### src/rtl/addr_trans_rsp_queue.sv
// addr_trans_rsp_queue: registers an accepted translation request for one cycle, folds in the MMU response, and queues the result for the cache.
// Ports: clk, a_rst_n (async active-low); flush_i; req_* request handshake and fields; mmu_* response one cycle after accept;
//        out_valid_o/out_ready_i downstream handshake with the head entry on out_*.
// Build option: define ADDR_TRANS_ALE_CHECK_EN to flag misaligned load/store (ALE, ecode 0x09) ahead of MMU exceptions.
module addr_trans_rsp_queue #(
  parameter int DEPTH = 4,
  parameter int TAG_W = 6
) (
  input  logic             clk,
  input  logic             a_rst_n,
  input  logic             flush_i,
  input  logic             req_valid_i,
  output logic             req_ready_o,
  input  logic [31:0]      req_vaddr_i,
  input  logic [1:0]       req_mem_type_i,
  input  logic [1:0]       req_size_i,
  input  logic [TAG_W-1:0] req_tag_i,
  input  logic [31:0]      mmu_paddr_i,
  input  logic             mmu_uncache_i,
  input  logic [5:0]       mmu_exc_i,
  output logic             out_valid_o,
  input  logic             out_ready_i,
  output logic [31:0]      out_paddr_o,
  output logic [31:0]      out_vaddr_o,
  output logic             out_uncache_o,
  output logic [TAG_W-1:0] out_tag_o,
  output logic             out_exc_o,
  output logic [5:0]       out_ecode_o,
  output logic             out_esubcode_o
);
  localparam int PW = $clog2(DEPTH);
  localparam int CW = PW + 1;
  logic             s1_valid_q, s1_valid_d;
  logic [31:0]      s1_vaddr_q, s1_vaddr_d;
  logic [1:0]       s1_mem_type_q, s1_mem_type_d;
  logic [TAG_W-1:0] s1_tag_q, s1_tag_d;
  logic [PW-1:0]    wr_ptr_q, wr_ptr_d, rd_ptr_q, rd_ptr_d;
  logic [CW-1:0]    count_q, count_d;
  logic [31:0]      mem_paddr_q [DEPTH];
  logic [31:0]      mem_vaddr_q [DEPTH];
  logic             mem_uncache_q [DEPTH];
  logic [TAG_W-1:0] mem_tag_q [DEPTH];
  logic [5:0]       mem_ecode_q [DEPTH];
  logic             accept, push, pop, ale, has_entry;
  logic [5:0]       ecode;
`ifdef ADDR_TRANS_ALE_CHECK_EN
  logic [1:0] s1_size_q, s1_size_d;
  assign ale = (s1_mem_type_q == 2'd1 || s1_mem_type_q == 2'd2) &&
               ((s1_size_q == 2'd1 && s1_vaddr_q[0]) || (s1_size_q == 2'd2 && s1_vaddr_q[1:0] != 2'b00));
`else
  logic unused_inputs;
  assign unused_inputs = ^{req_size_i, s1_mem_type_q};
  assign ale = 1'b0;
`endif
  // Ready is taken from registers only: the S1 entry already owns a slot, and a same-cycle pop earns no credit.
  assign req_ready_o = !flush_i && ((count_q + CW'(s1_valid_q)) < CW'(DEPTH));
  assign out_valid_o = (count_q != '0) && !flush_i;
  assign accept = req_valid_i && req_ready_o;
  assign push = s1_valid_q && !flush_i;
  assign pop = out_valid_o && out_ready_i;
  assign has_entry = count_q != '0;
  // An excepting entry still carries the raw MMU paddr; the stored ecode alone encodes whether it excepted.
  assign ecode = ale              ? 6'h09 :
                 mmu_exc_i[5]     ? 6'h3F :
                 mmu_exc_i[4]     ? 6'h03 :
                 mmu_exc_i[3]     ? 6'h01 :
                 mmu_exc_i[2]     ? 6'h02 :
                 mmu_exc_i[1]     ? 6'h07 :
                 mmu_exc_i[0]     ? 6'h04 : 6'h00;
  always_comb begin
    s1_valid_d    = accept;
    s1_vaddr_d    = accept ? req_vaddr_i : s1_vaddr_q;
    s1_mem_type_d = accept ? req_mem_type_i : s1_mem_type_q;
    s1_tag_d      = accept ? req_tag_i : s1_tag_q;
`ifdef ADDR_TRANS_ALE_CHECK_EN
    s1_size_d     = accept ? req_size_i : s1_size_q;
`endif
    wr_ptr_d      = flush_i ? '0 : push ? wr_ptr_q + PW'(1) : wr_ptr_q;
    rd_ptr_d      = flush_i ? '0 : pop ? rd_ptr_q + PW'(1) : rd_ptr_q;
    count_d       = flush_i ? '0 : count_q + CW'(push) - CW'(pop);
  end
  always_ff @(posedge clk or negedge a_rst_n) begin
    if (!a_rst_n) begin
      s1_valid_q    <= 1'b0;
      s1_vaddr_q    <= '0;
      s1_mem_type_q <= '0;
      s1_tag_q      <= '0;
`ifdef ADDR_TRANS_ALE_CHECK_EN
      s1_size_q     <= '0;
`endif
      wr_ptr_q      <= '0;
      rd_ptr_q      <= '0;
      count_q       <= '0;
    end else begin
      s1_valid_q    <= s1_valid_d;
      s1_vaddr_q    <= s1_vaddr_d;
      s1_mem_type_q <= s1_mem_type_d;
      s1_tag_q      <= s1_tag_d;
`ifdef ADDR_TRANS_ALE_CHECK_EN
      s1_size_q     <= s1_size_d;
`endif
      wr_ptr_q      <= wr_ptr_d;
      rd_ptr_q      <= rd_ptr_d;
      count_q       <= count_d;
    end
  end
  always_ff @(posedge clk) begin
    if (push) begin
      mem_paddr_q[wr_ptr_q]   <= mmu_paddr_i;
      mem_vaddr_q[wr_ptr_q]   <= s1_vaddr_q;
      mem_uncache_q[wr_ptr_q] <= mmu_uncache_i;
      mem_tag_q[wr_ptr_q]     <= s1_tag_q;
      mem_ecode_q[wr_ptr_q]   <= ecode;
    end
  end
  // Data storage is not reset, so the head is masked to zero while the queue is empty.
  assign out_paddr_o    = has_entry ? mem_paddr_q[rd_ptr_q] : '0;
  assign out_vaddr_o    = has_entry ? mem_vaddr_q[rd_ptr_q] : '0;
  assign out_uncache_o  = has_entry && mem_uncache_q[rd_ptr_q];
  assign out_tag_o      = has_entry ? mem_tag_q[rd_ptr_q] : '0;
  assign out_ecode_o    = has_entry ? mem_ecode_q[rd_ptr_q] : '0;
  assign out_exc_o      = has_entry && (mem_ecode_q[rd_ptr_q] != 6'h00);
  assign out_esubcode_o = 1'b0;
endmodule

### config.mk
export PLATFORM = sky130hd
export DESIGN_NAME = addr_trans_rsp_queue
export DESIGN_NICKNAME = d
export VERILOG_FILES = /design/src/rtl/addr_trans_rsp_queue.sv
export SDC_FILE = /design/constraint.sdc
export NUM_CORES = 1
export LEC_CHECK = 0
export ABC_AREA = 1
export CAP_MARGIN = 20
export CORE_ASPECT_RATIO = 0.6
export CORE_MARGIN = 4
export CORE_UTILIZATION = 55
export DETAILED_ROUTE_END_ITERATION = 7
export HOLD_SLACK_MARGIN = 0.15
export PLACE_DENSITY = 0.82
export SYNTH_ARGS = -nofsm -noshare
export SYNTH_HDL_FRONTEND = slang
export SYNTH_SLANG_ARGS = --single-unit
### constraint.sdc
create_clock -name clk -period 5.3 [get_ports clk]
set_input_delay 1.59 -clock clk [delete_from_list [all_inputs] [get_ports clk]]
set_output_delay 1.59 -clock clk [all_outputs]
set_load 0.01 [all_outputs]
==> results of run 1 <==
==> logic make-up after synthesis <==
family,after synthesis
simple gates,469
flops,346
compound gates,221
buf+inv,99
fa+ha+maj,7
other cells,1
==> registers in the layout, summed over array words and instances, names as in the netlist <==
register,flops
s1_vaddr_q,32
rd_ptr_q,2
count_q,3
mem_tag_q,24
mem_uncache_q,4
s1_tag_q,6
mem_ecode_q,16
wr_ptr_q,2
mem_vaddr_q,128
s1_valid_q,1
mem_paddr_q,128
==> path summary, 6_finish.rpt <==
kind | from | cells past startpoint | slack, ns | to
min in group asynchronous | a_rst_n | 1 | 1.17 | s1_vaddr_q[27]
setup / recovery | flush_i | 5 | 0.61 | req_ready_o
setup reg to reg | count_q[1] | 14 | 2.23 | count_q[2]
hold / removal | s1_vaddr_q[0] | 0 | 0.51 | mem_vaddr_q[3][0]
max in group asynchronous | a_rst_n | 2 | 3.33 | rd_ptr_q[1]
hold reg to reg | s1_vaddr_q[0] | 0 | 0.51 | mem_vaddr_q[3][0]
==> per-stage QoR <==
step	TNS (ns)	utilization [%]	hold WS, ns	power [mW]
2_1_floorplan	-98.00	-	0.476	4.99
3_3_place_gp	0	64.3	0.493	6.27
3_5_place_dp	0	64.3	0.502	6.33
4_1_cts	0	68.5	0.513	8.61
5_1_grt	0	68.5	0.528	9.03
6_report	0	68.5	0.511	8.55
==> final cells by class <==
class / instances / area share (%)
Multi-Input combinational cell: 698 / 18.8
Clock inverter: 14 / 1.17
Sequential cell: 346 / 61.0
Tap cell: 322 / 2.42
Clock buffer: 43 / 5.04
Timing Repair Buffer: 183 / 11.1
Inverter: 21 / 0.488
==> power by group through the flow <==
| stage | registers (mW) | clock network [mW] | logic, mW |
|---|---|---|---|
| floorplan | 3.44 | 0 | 1.55 |
| global placement | 3.55 | 0 | 2.72 |
| finish | 3.52 | 2.26 | 2.77 |
| global route | 3.55 | 2.42 | 3.05 |
| CTS | 3.51 | 2.30 | 2.79 |
| detailed placement | 3.57 | 0 | 2.76 |
==> placed cells by master (no fill, tap or decap), types with 15 or more instances in the layout <==
cell type / instances
nor2_1: 299
clkbuf_16: 31
clkdlybuf4s50_1: 160
inv_1: 18
dfrtp_1: 44
edfxtp_1: 300
o21ai_0: 147
nand2_1: 112
a21oi_1: 73
nand4_1: 39
buf_4: 15
==> worst max-delay path, stage by stage <==
cell and delay, ns:
clkdlybuf4s50_1 0.60, a21oi_4 0.21, nand2_1 0.07, inv_1 0.09, clkdlybuf4s50_1 0.54
==> layer usage <==
layer	global-route usage [%]	vias to the layer above	part of all wire (%)
met1	30.9	4370	43
li1	-	4273	-
met2	35.3	316	47
met4	4.28	0	1.4
met3	4.69	39	7.9
met5	0	-	0
==> reports/qor.yml, run 1 <==
finish:
  final_cells: 1627
  drive_gt1_share_pct: 5.82
  fin_nets: 1374
  design_area_um2: 16700
  multiInputGateArea_um2: 3130
  antennaDiodeCount: 0
  fillCellCount: 1664
  regArea_um2: 10200
  area_growth_pct: 21.7
floorplan:
  die_h_um: 130
  start_util_pct: 56.3
  fp-row-count: 44
  chipWidth_um: 212
  dieArea_um2: 27600
  io_pins: 167
  fp.coreArea_um2: 24300
sta:
  finalHoldViolCount: 0
  fin_crit_sh_pct: 88.4
  rsz0062_at_grt: "no"
  worstMarginPinSlew_ns: 0.940
  finalMaxSlewViolations: 0
  setup_slack_ns: 0.615
  fin_crit_ns: 4.69
  fmax_ghz: 0.213
  slew_headroom_pct: 37.2
  clock_skew_ns: 0.00894
  setup_viol_count_final: 0
synthesis:
  ys_seq_area_share_pct: 74.2
  syn_inst: 1143
  synth_warnings: 0
  synth_compound_area_share_pct: 8.10
  synth_area_leaders: "edfxtp_1, dfrtp_1, nor2_1"
  ys_types: 22
  synth_top_area_share_pct: 65.8
  syn_avg_cell_area_um2: 12.0
  synth_xor_xnor_area_share_pct: 0
  ys_ff_latch: 346
  synthFlopType: "edfxtp_1"
  synth_common_cells: "nor2_1, edfxtp_1, o21ai_0"
  yosys-mux-area-fraction_pct: 0
  syn-num-nets: 1236
  yosysMostFrequentCell: "nor2_1"
  synth_edf_count: 300
  synth_fa_ha_area_share_pct: 0.694
  synth_top_family_by_area: "simple AND/OR/NAND/NOR gates"
  synth_simple_gate_area_share_pct: 13.7
  yosys.area.top_type: "edfxtp_1"
  ys_async_sr_fraction_pct: 13.3
  netlist_area_um2: 13700
place:
  place_ws_ns: 0.604
  gp_routability_congestion: 0.765
  placedCellCount: 1570
  io_buffers: 161
  dp_hpwl_mm: 17.3
  placed_cell_area_um2: 15600
critical_path:
  cp.required_ns: 3.71
  worstSetupEndpointType: "primary output"
  critPathKind: "primary input to primary output"
  critPathArrivalTime_ns: 3.10
  cp_max_fo: 8
  crit_path_start_kind: "primary input"
power_and_ir_drop:
  power.internal_mw: 5.79
  seqPwrFrac_pct: 41.2
  switching_share_pct: 32.2
  p_leak_nw: 5.98
  p_comb_share_pct: 32.4
  clock_power_share_pct: 26.5
  max-vdd-ir-drop_uv: 353
  switchingPower_mw: 2.75
  powerDensity_nw_per_um2: 513
cts:
  root_buffer: "clkbuf_16"
  cts.path.max_buffers: 3
  cts_tree: "yes"
  cts.sinks: 346
  clk_pin_slew_worst_paths_ns: 0.06
  cts_made_buffers: 31
  worstSkewPairLatency_ns: 0.54
  cts.repair.resized: 0
  htree_levels: 1
  cts_setup_buffers: 0
  hold_buffers: 0
drt:
  wl_per_cell_um: 18.7
  routed_wl_mm: 30.4
  drtIter0Drc: 734
  drc: 0
  ant_nets: 0
  vias_per_cell: 5.53
  num_vias: 8998
  first_pass_iters: 5
status:
  status: "finished clean"
global_routing:
  antenna_found_initial: 0
  grt_max_degree: 99
  grt_pass1_wl_mm: 46.7
  grt_usage_pct: 21.7
  grt_pass1_vias: 8685
  grt.overflow.total: 0
flow_run:
  max_cap_viol_count: 0
worst_hold_path:
  hp-class: "flip-flop to flip-flop"
(Power assumes the default switching activity.)
==> run 2, diff against run 1 <==
CORE_MARGIN = not set   (was 4)
==> reports/qor.yml, run 2 (synthesis gave the netlist of run 1 again) <==
finish:
  post-route-util_pct: 68.5  # about the same
  layout_common_cells: "edfxtp_1, nor2_1, clkdlybuf4s50_1, o21ai_0, nand2_1"
  fin_nets: 1375  # +0.073%
  area_growth_pct: 21.8  # about the same
  final_common_cell: "edfxtp_1"
  antennaDiodeCount: 0  # unchanged
  design_area_um2: 16700  # about the same
  biggestRegsByFlops: "mem_paddr_q x128, mem_vaddr_q x128, s1_vaddr_q x32"
  drive_gt1_share_pct: 6.66  # +0.84 points
floorplan:
  io_pins: 167  # unchanged
  die_h_um: 124  # -4.6%
  start_util_pct: 56.3  # unchanged
  fp-row-count: 44  # unchanged
  fp.coreArea_um2: 24300  # unchanged
  dieArea_um2: 25600  # -7.3%
  chipWidth_um: 206  # -2.8%
sta:
  worstMarginPinSlew_ns: 0.973  # +0.0337 ns
  fin_crit_sh_pct: 92.1  # +3.7 points
  fin_crit_ns: 4.88  # +0.194 ns
  fmax_ghz: 0.205  # -4.0%
  slew_headroom_pct: 35.1  # -2.0 points
  clock_skew_ns: 0.0127  # +0.00373 ns
  finalMaxSlewViolations: 0  # unchanged
  setup_viol_count_final: 0  # unchanged
  rsz0062_at_grt: "no"
  finalHoldViolCount: 0  # unchanged
cts:
  cts_tree: "yes"
  cts.sinks: 346  # unchanged
  htree_levels: 1  # unchanged
  cts.repair.resized: 0  # unchanged
  cts.path.max_buffers: 3  # unchanged
  worstSkewPairLatency_ns: 0.55  # about the same
  hold_buffers: 0  # unchanged
  root_buffer: "clkbuf_16"
  cts_made_buffers: 30  # -3.2%
  cts_setup_buffers: 0  # unchanged
  clk_pin_slew_worst_paths_ns: 0.07  # about the same
critical_path:
  crit_path_start: "rd_ptr_q[0]"
  r2r_start: "count_q[1]"
  worstSetupEndpointType: "primary output"
  cp_max_fo: 56  # +48
  cp.buffers_inverters: 2  # -1
  slowest_delay_ns: 0.79  # +0.19 ns
  critPathKind: "flip-flop to primary output"
  critPathArrivalTime_ns: 3.29  # +0.19 ns
  crit_family: "buffers and inverters"
  cp.required_ns: 3.71  # about the same
  slowest_stage: "dfrtp_4"
  cp_cell_sequence: "buf_4, nor2_1, nor2_1, o21ai_0, a21oi_1, clkdlybuf4s50_1"
  crit_path_start_kind: "flip-flop"
  cp_common_cell: "nor2_1"
drt:
  num_vias: 9039  # +0.46%
  first_pass_iters: 7  # +2
  drc: 0  # unchanged
  routed_wl_mm: 29.9  # -1.6%
  drtIter0Drc: 692  # -5.7%
  ant_nets: 0  # unchanged
  wl_per_cell_um: 18.4  # -1.6%
  vias_per_cell: 5.55  # +0.39%
global_routing:
  grt.overflow.total: 0  # unchanged
  use_met1_pct: 34.7  # +3.8 points
  grt_pass1_vias: 8683  # -0.023%
  grt_usage_pct: 23.8  # +2.1 points
  grt_pass1_wl_mm: 46.7  # about the same
  busiest_layer: "met2"
  grt_max_degree: 60  # -39%
  use_met2_pct: 38.3  # +2.9 points
  globalRouteMet3Util_pct: 3.28  # -1.4 points
  antenna_found_initial: 0  # unchanged
power_and_ir_drop:
  p_total_mw: 8.63  # +1.0%
  p_leak_nw: 5.99  # +0.25%
  powerDensity_nw_per_um2: 518  # +1.0%
  max-vdd-ir-drop_uv: 336  # -4.7%
status:
  status: "finished clean"
worst_hold_path:
  min_from: "s1_vaddr_q[3]"
  hp-class: "flip-flop to flip-flop"
place:
  dp_hpwl_mm: 16.8  # -3.1%
  placed_cell_area_um2: 15600  # -0.38%
  gp_routability_congestion: 0.763  # -0.20%
  io_buffers: 161  # unchanged
flow_run:
  max_cap_viol_count: 0  # unchanged
## run 2: layer usage
metal | up-vias | share of wire (%)
li1 | 4272 | -
met1 | 4362 | 43
met2 | 363 | 48
met3 | 42 | 7.9
met4 | 0 | 1.6
met5 | - | 0
## run 2: report_power, final
group / switching [mW] / internal (mW)
combinational: 1.59 / 1.17
sequential: 0.239 / 3.27
clock: 0.950 / 1.42
total: 2.78 / 5.86
## run 2: final timing paths
check / endpoint / slack [ns] / depth (start not counted)
min in group asynchronous: s1_vaddr_q[24] / 1.18 / 1
max: out_vaddr_o[2] / 0.42 / 6
max reg2reg: count_q[2] / 2.10 / 14
min reg2reg: mem_vaddr_q[1][3] / 0.52 / 0
max in group asynchronous: s1_tag_q[3] / 3.37 / 2
min: mem_vaddr_q[1][3] / 0.52 / 0
## run 2: metrics by stage
stage	cells	worst slack, ns	TNS [ns]	hold slack [ns]
floorplan	1143	-0.327	-98.00	0.476
global placement	1572	0.662	0	0.490
detailed placement	1572	0.648	0	0.496
CTS	1628	0.425	0	0.511
global route	1628	0.307	0	0.534
finish	1628	0.421	0	0.516
## run 2: area by class of cell
class,instances,area (um2)
Sequential cell,346,10200
Fill cell,1670,7650
Multi-Input combinational cell,698,3130
Timing Repair Buffer,185,1800
Clock buffer,37,838
Tap cell,322,403
Clock inverter,19,262
Inverter,21,81.3
==> run 3, diff against run 2 <==
CORE_UTILIZATION = 60   (was 55)
PLACE_DENSITY = 0.88   (was 0.82)
clock period = 6 ns   (was 5.3 ns; I/O delays follow)
==> reports/qor.yml, run 3 (synthesis gave the netlist of run 1 again) <==
status:
  status: "finished clean"
drt:
  first_pass_iters: 5  # -2
  drtIter0Drc: 895  # +29%
  drc: 0  # unchanged
  vias_per_cell: 5.69  # +2.4%
  ant_nets: 0  # unchanged
  num_vias: 9138  # +1.1%
  wl_per_cell_um: 19.1  # +4.3%
  routed_wl_mm: 30.8  # +3.0%
power_and_ir_drop:
  p_comb_share_pct: 33.2  # +1.3 points
  max-vdd-ir-drop_uv: 263  # -22%
  powerDensity_nw_per_um2: 444  # -14%
  p_total_mw: 7.28  # -16%
  switching_share_pct: 33.6  # +1.4 points
  power.internal_mw: 4.83  # -17%
  clock_power_share_pct: 23.7  # -3.7 points
  switchingPower_mw: 2.44  # -12%
  seqPwrFrac_pct: 43.1  # +2.4 points
  p_leak_nw: 5.88  # -1.8%
finish:
  area_growth_pct: 19.7
  post-route-util_pct: 73.8  # +5.2 points
  antennaDiodeCount: 0  # unchanged
  final_common_cell: "edfxtp_1"
  biggestRegsByFlops: "mem_paddr_q x128, mem_vaddr_q x128, s1_vaddr_q x32"
  fillCellCount: 1402  # -16%
  design_area_um2: 16400  # -1.7%
  layout_common_cells: "edfxtp_1, nor2_1, clkdlybuf4s50_1, o21ai_0, nand2_1"
  drive_gt1_share_pct: 5.62  # -1.0 points
  fin_nets: 1370  # -0.36%
global_routing:
  grt_pass1_wl_mm: 47.6  # +2.0%
  grt.overflow.total: 0  # unchanged
  grt_usage_pct: 26.6  # +2.8 points
  antenna_found_initial: 0  # unchanged
  grt_pass1_vias: 8924  # +2.8%
  grt_max_degree: 87  # +45%
worst_hold_path:
  whs_path_depth: 0  # unchanged
  min_from: "s1_vaddr_q[16]"
  hp-class: "flip-flop to flip-flop"
critical_path:
  cp_common_cell: "nor2_1"
  cp_max_fo: 80  # +43%
  worstSetupEndpointType: "primary output"
  reg2reg_depth: 13  # -1
  critPathArrivalTime_ns: 3.62  # +0.33 ns
  cp_cell_sequence: "buf_4, nor2_1, nor2_1, o21ai_0, a21oi_1, clkdlybuf4s50_1"
  cp.required_ns: 4.20  # +0.49 ns
  crit_path_start: "rd_ptr_q[0]"
  slowest_delay_ns: 0.99  # +0.20 ns
  critPathKind: "flip-flop to primary output"
  crit_path_start_kind: "flip-flop"
  slowest_stage: "dfrtp_4"
  r2r_start: "count_q[1]"
flow_run:
  max_cap_viol_count: 0  # unchanged
sta:
  fin_setup_tns_ns: 0  # unchanged
  fin_crit_ns: 5.42
  finalMaxSlewViolations: 0  # unchanged
  clock_skew_ns: 0.0152  # +0.00249 ns
  setup_viol_count_final: 0  # unchanged
  slew_headroom_pct: 33.2  # -1.9 points
  rsz0062_at_grt: "no"
  worstMarginPinSlew_ns: 1.00  # +0.0271 ns
  finalHoldViolCount: 0  # unchanged
  fin_crit_sh_pct: 90.4
  fmax_ghz: 0.184
cts:
  worstSkewPairLatency_ns: 0.55  # about the same
  cts_made_buffers: 29  # -3.3%
  cts.repair.resized: 0  # unchanged
  clk_pin_slew_worst_paths_ns: 0.07  # about the same
  root_buffer: "clkbuf_16"
  cts_tree: "yes"
  cts.path.max_buffers: 3  # unchanged
  cts.sinks: 346  # unchanged
  htree_levels: 1  # unchanged
  hold_buffers: 0  # unchanged
  cts_setup_buffers: 0  # unchanged
floorplan:
  dieArea_um2: 23500  # -8.2%
  fp.coreArea_um2: 22200  # -8.6%
  chipWidth_um: 197  # -4.2%
  fp-row-count: 42  # -4.5%
  io_pins: 167  # unchanged
  start_util_pct: 61.6  # +5.3 points
  die_h_um: 119  # -4.2%
place:
  gp_routability_congestion: 0.763  # about the same
  io_buffers: 161  # unchanged
  dp_hpwl_mm: 17.0  # +1.6%
  placed_cell_area_um2: 15500  # -0.26%
-- run 3: cell types whose count changed in the layout (fill, tap and decap cells not counted), sizes merged --
cell           previous run  this run
buf                      25        22
clkdlybuf4s50           160       159
clkinv                    7        13
clkbuf                   37        39
bufinv                    6         0
clkinvlp                  5         0
-- run 3: final timing paths --
kind / end / slack (ns)
setup / recovery: out_paddr_o[26] / 0.58
hold / removal: mem_vaddr_q[1][16] / 0.51
setup reg to reg: count_q[2] / 3.07
hold reg to reg: mem_vaddr_q[1][16] / 0.51
max in group asynchronous: rd_ptr_q[0] / 4.08
min in group asynchronous: s1_vaddr_q[27] / 1.37
-- run 3: critical path, delay by kind of cell, from the launching register on --
kind / cells / cell delay, ns
simple gates: 2 / 0.28
flops: 1 / 0.99
compound gates: 2 / 0.40
buf+inv: 2 / 1.38
-- run 3: stage by stage --
step | setup WS [ns] | hold WS, ns | instances
floorplan | 0.163 | 0.476 | 1143
global route | 0.266 | 0.526 | 1607
global placement | 0.943 | 0.491 | 1554
detailed placement | 0.963 | 0.497 | 1554
CTS | 0.564 | 0.504 | 1607
finish | 0.579 | 0.510 | 1607
-- run 3: final cells by class --
cell class | instances | area (um2) | share of cell area (%)
Clock inverter | 14 | 66.3 | 0.404
Timing Repair Buffer | 181 | 1780 | 10.8
Clock buffer | 39 | 793 | 4.84
Multi-Input combinational cell | 698 | 3130 | 19.1
Inverter | 21 | 81.3 | 0.496
Sequential cell | 346 | 10200 | 62.0
Tap cell | 308 | 385 | 2.35
-- run 3: power groups by stage --
| stage | Sequential (mW) | Combinational [mW] | Clock [mW] |
|---|---|---|---|
| 2_1_floorplan | 3.04 | 1.37 | 0 |
| 3_3_place_gp | 3.16 | 2.32 | 0 |
| 3_5_place_dp | 3.18 | 2.39 | 0 |
| 4_1_cts | 3.13 | 2.42 | 1.74 |
| 5_1_grt | 3.16 | 2.62 | 1.84 |
| 6_report | 3.14 | 2.41 | 1.73 |
-- run 3: metal layers --
layer | track usage, % | wire, um
met1 | 38.3 | 12900
met2 | 43.2 | 14500
met3 | 4.16 | 2670
met4 | 6.73 | 683
met5 | 0 | 0
==> RTL change: new RTL, settings of run 3 <==
The option `ADDR_TRANS_ALE_CHECK_EN` is turned on by a define.
--- a/src/rtl/addr_trans_rsp_queue.sv
+++ b/src/rtl/addr_trans_rsp_queue.sv
@@ -2,6 +2,8 @@
 // Ports: clk, a_rst_n (async active-low); flush_i; req_* request handshake and fields; mmu_* response one cycle after accept;
 //        out_valid_o/out_ready_i downstream handshake with the head entry on out_*.
 // Build option: define ADDR_TRANS_ALE_CHECK_EN to flag misaligned load/store (ALE, ecode 0x09) ahead of MMU exceptions.
+`define ADDR_TRANS_ALE_CHECK_EN
+
 module addr_trans_rsp_queue #(
   parameter int DEPTH = 4,
   parameter int TAG_W = 6
Check against the original RTL: not equivalent (a bounded check fails within 4 cycles, from zero or initial values and one cycle with a_rst_n low).
==> RTL change against run 3 <==
  * Register-to-register slack is essentially flat
  * Synthesized cell count grew 2.3%
  * Synthesized area grew 2.2%
  * Via count grew 0.63%
  * Count of clock-buffer cells in the layout grew 8
  * Fmax grew 3.3%
  * Total power shrank 1.6%
  * Sequential cell count grew 8
  * Worst setup slack gained 170 ps
  * Clock skew shrank 5.4 ps
  * Final area grew 2.4%
  * Routed wire length grew 1.2%
  * Critical path type unchanged
  * Critical endpoint is now out_paddr_o[6]
  * Largest cell class unchanged
  * Largest power group unchanged
  * Highest routed layer unchanged
==> RTL change: results (changes against run 3) <==
Outcome
  • Status: finished, final reports clean

Clock tree
  • Clk_lat worst skew: 550 ps (about the same)
  • Clock transition at the registers of the reported paths: approximately 60 ps
  • H-tree levels: 1 (unchanged)
  • CTS Buf Count: 30 (+3.4%)
  • Largest buffer count on any clock path: 3 (unchanged)
  • CTS Root Buffer Type: clkbuf_16
  • # resized after CTS: 0 (unchanged)
  • Setup Fix Bufs, Post-CTS: 0 (unchanged)

Routing
  • Iter 0 DRT Violations: 883 (-1.3%)
  • Router iterations before antenna repair: 5 (unchanged)
  • Vias: 9196 (+0.63%)
  • DRT Wirelength: 31.2 mm (+1.2%)

GRT
  • All-layer global routing usage: 26.6% (-0.049 points)
  • Largest net degree at the start of global routing: 92 (+5.7%)
  • First-pass GRT wire length: 48.0 mm (+0.77%)
  • Initial antenna violation count: 0 (unchanged)
  • Vias in the first global route: 8979 (+0.62%)

Yosys
  • Syn nets: 1262 (+2.1%)
  • Async set-reset flop share out of synthesis: 14.1% (+0.83 points)
  • Main synth FF type: edfxtp_1
  • Sequential element share of the synthesized area: 74.1% (about the same)
  • Netlist cell types: 32 (+45%)
  • Largest cells by area after synthesis: edfxtp_1 65%, dfrtp_1 8.9%, nor2_1 8.1%
  • Synth Warn #: 0 (unchanged)
  • EDFF count, synth: 304 (+1.3%)
  • Post-synth top cells: 304 x edfxtp_1, 303 x nor2_1, 156 x nand2_1

Layout
  • # nets final: 1407 (+2.7%)
  • Fraction of layout instances using a drive strength above 1: 5.98% (+0.36 points)
  • Top flop regs: mem_paddr_q (128), mem_vaddr_q (128), s1_vaddr_q (32)
  • Fill count: 1408 (+0.43%)
  • Antenna Cells: 0 (unchanged)

Pwr
  • P_leak: 6.10 nW (+3.7%)
  • Worst VDD drop: 0.254 mV (-3.4%)

Setup path
  • Crit-path max cell delay: 760 ps (-230 ps)
  • CP max-delay cell: dfrtp_4
  • WP data arrival: 3450 ps (-170 ps)
  • Crit path max fanout: 91 (+14%)

Placed design
  • Cell area after placement: 15900 um2 (+2.1%)
  • Dpl hpwl: 17.3 mm (+1.3%)
  • GPL Wtd Cong: 0.772 (+1.2%)
  • Dpl ws: 953 ps (-10.0 ps)
  • PortBufs: 165 (+2.5%)

Hold path
  • Type of the most critical hold path: reg2reg

Timing
  • Worst Tran Pin Value: 1010 ps (+10.2 ps)
  • Clk_skew: 9.78 ps (-5.38 ps)
-- RTL change: kinds of logic (layout without fill, tap and decap cells) --
logic type,after synthesis,in the layout,synth area share (%)
compound gates,222,222,8.06
xor+xnor,2,2,0.125
fa+ha+maj,7,7,0.679
buf+inv,93,262,3.33
flops,354,354,74.1
other cells,1,1,0.0268
simple gates,490,490,13.7
-- RTL change: area by class of cell --
| type | count | area [um2] | area share [%] |
|---|---|---|---|
| flip-flops and latches | 354 | 10400 | 61.9 |
| multi-input cells | 722 | 3190 | 19.0 |
| repair buffers | 182 | 1800 | 10.7 |
| clock buffers | 47 | 866 | 5.16 |
| well taps | 308 | 385 | 2.30 |
| inverters | 24 | 98.8 | 0.589 |
| clock inverters | 9 | 65.1 | 0.388 |
-- RTL change: path summary, 6_finish.rpt --
| kind | from | to | slack [ps] | cells past startpoint |
|---|---|---|---|---|
| max | rd_ptr_q[0] | out_paddr_o[6] | 750 | 5 |
| min | s1_mem_type_q[0] | s1_mem_type_q[0] | 500 | 2 |
| max reg2reg | count_q[1] | count_q[2] | 3070 | 13 |
| min reg2reg | s1_mem_type_q[0] | s1_mem_type_q[0] | 500 | 2 |
| max in group asynchronous | a_rst_n | rd_ptr_q[1] | 4010 | 2 |
| min in group asynchronous | a_rst_n | s1_vaddr_q[7] | 1390 | 2 |
-- RTL change: stage by stage --
step	instances	utilization, %
2_1_floorplan	1169	-
3_3_place_gp	1590	70.7
3_5_place_dp	1590	70.7
4_1_cts	1646	74.8
5_1_grt	1646	74.8
6_report	1646	74.8
-- RTL change: routing by layer --
metal | vias up | track usage [%] | wire length, um | share of wire, %
li1 | 4310 | - | - | -
met4 | 0 | 6.73 | 539 | 1.7
met3 | 43 | 4.07 | 2630 | 8.5
met2 | 434 | 42.6 | 14900 | 48
met1 | 4409 | 38.7 | 13100 | 42
met5 | - | 0 | 0 | 0
-- RTL change: power by group --
part           total, mW  internal, mW  switching (mW)
logic               2.13         0.906            1.22
clock network       1.85          1.03           0.821
registers           3.18          2.97           0.213
total               7.16          4.90            2.26
-- RTL change: critical path: cells and delay by family, from the launching register on --
| kind | cells | cell delay (ps) |
|---|---|---|
| DFF | 1 | 760 |
| AOI/OAI and AO/OA | 2 | 370 |
| buffers and inverters | 3 | 1710 |
